===== src/rtl/demux_1_to_4_pkg.sv =====
// Shared definitions for the 1-to-4 stream demultiplexer.
// Latency: none (types, constants and a helper only).
// Backpressure: not applicable.
package demux_1_to_4_pkg;

  // Number of output lanes and the width of the lane select
  localparam int LANES = 4;
  localparam int SEL_W = 2;

  // Holding-register occupancy
  typedef enum logic {
    EMPTY = 1'b0,
    FULL  = 1'b1
  } state_t;

  // Lane k of a packed multi-lane bus starts at bit k*width
  function automatic int lane_lsb(input int lane, input int width);
    return lane * width;
  endfunction

endpackage


===== src/rtl/demux_1_to_4_decode_2_to_4.sv =====
// Select-to-one-hot decoder with enable; all-zero output when disabled.
// Latency: combinational.
// Backpressure: none, pure decode.
module decode_2_to_4
  import demux_1_to_4_pkg::*;
(
  input  logic             en,
  input  logic [SEL_W-1:0] sel,
  output logic [LANES-1:0] onehot
);

  // Raise exactly the selected bit when enabled
  always_comb begin
    onehot = '0;
    if (en) begin
      onehot[sel] = 1'b1;
    end
  end

endmodule


===== src/rtl/demux_1_to_4.sv =====
// Routes one valid/ready stream to one of four valid/ready lanes via a one-entry holding register.
// Latency: 1 cycle from accept to the word appearing on its lane; 1 word/cycle sustained.
// Backpressure: in_ready follows out_ready of the held word's lane; a stalled word holds data and lane stable.
module demux_1_to_4
  import demux_1_to_4_pkg::*;
#(
  parameter int WIDTH = 8
)
(
  input  logic                   clk,
  input  logic                   reset,
  input  logic [WIDTH-1:0]       in_data,
  input  logic [SEL_W-1:0]       in_select,
  input  logic                   in_valid,
  output logic                   in_ready,
  output logic [LANES*WIDTH-1:0] out_data,
  output logic [LANES-1:0]       out_valid,
  input  logic [LANES-1:0]       out_ready
);

  state_t            state;
  logic [WIDTH-1:0]  data_q;
  logic [SEL_W-1:0]  sel_q;
  logic              full;
  logic              drain;
  logic              accept;
  logic [LANES-1:0]  lane_en;

  assign full   = (state == FULL);
  // Only the held word's own consumer can free the register
  assign drain  = full & out_ready[sel_q];
  // Empty register always takes a word; a full one only when it drains this cycle
  assign in_ready = ~full | out_ready[sel_q];
  assign accept = in_valid & in_ready;

  // One decode drives both the lane valids and the data lane enables
  decode_2_to_4 u_decode (
    .en     (full),
    .sel    (sel_q),
    .onehot (lane_en)
  );

  assign out_valid = lane_en;

  // Put the held word on its lane only; every other lane reads zero
  always_comb begin
    out_data = '0;
    for (int k = 0; k < LANES; k++) begin
      if (lane_en[k]) begin
        out_data[lane_lsb(k, WIDTH) +: WIDTH] = data_q;
      end
    end
  end

  // Occupancy FSM and holding registers; reset discards any held word
  always_ff @(posedge clk) begin
    if (reset) begin
      state  <= EMPTY;
      data_q <= '0;
      sel_q  <= '0;
    end else begin
      case (state)
        EMPTY: begin
          if (accept) begin
            data_q <= in_data;
            sel_q  <= in_select;
            state  <= FULL;
          end
        end
        FULL: begin
          if (drain) begin
            if (accept) begin
              // Back-to-back: replace the departing word, lane may change
              data_q <= in_data;
              sel_q  <= in_select;
            end else begin
              state <= EMPTY;
            end
          end
        end
      endcase
    end
  end

endmodule

===== config.mk =====
export PLATFORM = sky130hd
export DESIGN_NAME = demux_1_to_4
export DESIGN_NICKNAME = d
export VERILOG_FILES = /design/src/rtl/demux_1_to_4_pkg.sv /design/src/rtl/demux_1_to_4_decode_2_to_4.sv /design/src/rtl/demux_1_to_4.sv
export SDC_FILE = /design/constraint.sdc
export NUM_CORES = 1
export LEC_CHECK = 0
export BUFFER_PORTS_ARGS = -buffer_cell sky130_fd_sc_hd__buf_2
export CAP_MARGIN = 15
export CORE_UTILIZATION = 40
export CTS_CLUSTER_SIZE = 20
export DETAILED_ROUTE_END_ITERATION = 16
export PLACE_DENSITY = 0.84
export SETUP_SLACK_MARGIN = 0.15
export SYNTH_ARGS = -nofsm -noshare
export SYNTH_HDL_FRONTEND = slang
export SYNTH_HIERARCHICAL = 1
export SYNTH_SLANG_ARGS = --single-unit

===== constraint.sdc =====
create_clock -name clk -period 1.6 [get_ports clk]
set_input_delay 0.16 -clock clk [delete_from_list [all_inputs] [get_ports clk]]
set_output_delay 0.16 -clock clk [all_outputs]
set_load 0.01 [all_outputs]

==> impl_metrics.json <==
{
  "status": "finished, final reports clean",
  "cp.required_ns": 1.44,
  "rsz0062_at_grt": "true",
  "drt_iter0_drc": 3,
  "initial_core_util": 0.4348,
  "crit_type": "reg2out",
  "use_met3": 0.02381,
  "post-route-util": 0.6340,
  "layout_commonest_cell": "buf_2",
  "rows": 15,
  "netlist_area_um2": 767.0,
  "die_w_um": 45.79,
  "routed_via_density": 4.450,
  "p_per_area_mw_per_mm2": 575.5,
  "yosysSeqAreaShare": 0.2871,
  "cts_buffers": 3,
  "crit_path_start_kind": "register",
  "crit_chain": "mux2i_2 -> a22oi_1 -> buf_2",
  "syn_inst": 88,
  "clock_path_buffers": 2,
  "hpwlAfterDp_um": 1542,
  "top_usage_layer": "met2",
  "drive_gt1_frac": 0.4722,
  "hold_viol": 0,
  "area_delta_synth_final_pct": 45.84,
  "clk_latency_ns": 0.27,
  "setup_viol": 0,
  "fmax_mhz": 699.3,
  "drv_slew": 0,
  "cts_setup_buffers": 0,
  "grt_pass1_vias": 629,
  "grt_use_met1": 0.2150,
  "antenna_found_initial": 0,
  "use_met2": 0.3057,
  "io_buffers": 53,
  "syn_avg_cell_area_um2": 8.716,
  "p_total_uw": 643.7,
  "period_share": 0.8938,
  "wl_per_cell_um": 11.75,
  "drc": 0,
  "htree_levels": 1,
  "finalNetCount": 162,
  "clk_pin_slew_ns": 0.07,
  "vias": 752,
  "cts_root_buf": "clkbuf_4",
  "finalCriticalPeriod_ns": 1.430,
  "dieArea_mm2": 0.002097,
  "antenna_cells": 0,
  "tns_ns": 0,
  "cellLeakagePower_nw": 0.6177,
  "ys_types": 15,
  "die_h_um": 45.79,
  "io_pins": 54,
  "slowest_delay_ns": 0.41,
  "ir_worst_vdd_mv": 0.3884,
  "tightestPinTransition_ns": 0.2665,
  "cts.sinks": 11,
  "syn-num-nets": 105,
  "core-area_mm2": 0.001764,
  "cp-end-kind": "output pin",
  "grt_pass1_wl_um": 2684,
  "totalWireLength_um": 1985,
  "drt_pass1_iterations": 4,
  "yosys_warnings": 6,
  "cap_violations": 0,
  "hold_buffers": 0,
  "layout_common_cells": "53 x buf_2, 33 x and2_1, 19 x nand2b_1",
  "fill_cells": 168,
  "grt_max_degree": 22,
  "cp_data_arrival_time_ns": 1.27,
  "gp_congestion": 0.7032,
  "grt-ovfl-total": 0,
  "maxSlewHeadroom": 0.8216,
  "grtUsageTotal": 0.1835,
  "fin_skew_ns": 0.001951,
  "ant_nets": 0,
  "critPathSlowestCell": "dfxtp_4",
  "synth-seq-cells": 11,
  "cts_tree": "yes",
  "hold_path_class": "in2reg",
  "cp_max_fo": 8
}
[through the flow]
step	cell area (um2)	worst slack, ns	hold WS (ns)	instances
finish	1119	0.1700	0.1432	169
global route	1119	0.1221	0.1441	169
floorplan	767.0	0.3522	0.3147	88
CTS	1100	0.1015	0.1368	168
global placement	1052	0.2826	0.4228	164
detailed placement	1052	0.1755	0.4334	164
[report_power, final]
group,internal (mW),switching (mW),total (mW)
Clock,0.0966,0.0910,0.188
Combinational,0.0728,0.0616,0.134
Sequential,0.293,0.0284,0.322
Total,0.463,0.181,0.644
[final timing paths]
path	startpoint	endpoint	slack, ns	cells past startpoint
min	in_select[0]	sel_q[0]	0.14	3
max reg2reg	sel_q[1]	data_q[2]	0.24	4
min reg2reg	data_q[0]	data_q[0]	0.52	2
max	sel_q[1]	in_ready	0.17	3
[worst max-delay path: cells and delay by family (launching register included)]
kind                   cells  cell delay (ns)
muxes                      1             0.28
AOI/OAI and AO/OA          1             0.14
buffers and inverters      1             0.16
DFF                        1             0.41
[registers in the layout (all words and copies together), names as in the netlist]
name    cells
data_q      8
sel_q       2
full        1
[cell families (layout without fill, tap and decap cells)]
group / count (synthesis) / after routing / synth area share
flops: 11 / 11 / 0.2871
compound gates: 3 / 3 / 0.03588
simple gates: 58 / 59 / 0.4910
buf+inv: 4 / 59 / 0.02936
mux: 12 / 12 / 0.1566
[Yosys cell counts]
master / n / area (um2)
and3_2: 1 / 7.510
nand2b_1: 19 / 118.9
a22oi_1: 1 / 7.510
nor2b_1: 1 / 6.260
buf_6: 1 / 11.26
mux2i_1: 12 / 120.1
a21oi_1: 1 / 5.000
clkbuf_1: 2 / 7.510
or2b_1: 1 / 7.510
inv_1: 1 / 3.750
and2_1: 33 / 206.5
a221oi_2: 1 / 15.01
nor3b_2: 1 / 12.51
dfxtp_1: 11 / 220.2
and3b_1: 2 / 17.52
[final cells by class]
cell class	instances	area (um2)	area share
Clock buffer	4	26.28	0.02349
Inverter	1	3.754	0.003356
Multi-Input combinational cell	74	553.0	0.4944
Sequential cell	11	231.5	0.2069
Tap cell	25	31.28	0.02796
Timing Repair Buffer	54	272.8	0.2438
[repair_timing]
item	CTS	global route
endpoints found under the setup margin	30	17
gates resized for setup	8	3
cloned	0	1
endpoints found under the hold margin	0	0
[metal layers]
| layer | up-vias | share of wire |
|---|---|---|
| met2 | 27 | 0.52 |
| met3 | 4 | 0.042 |
| li1 | 396 | - |
| met5 | - | 0 |
| met4 | 0 | 0.016 |
| met1 | 325 | 0.43 |
(Power assumes the default switching activity.)
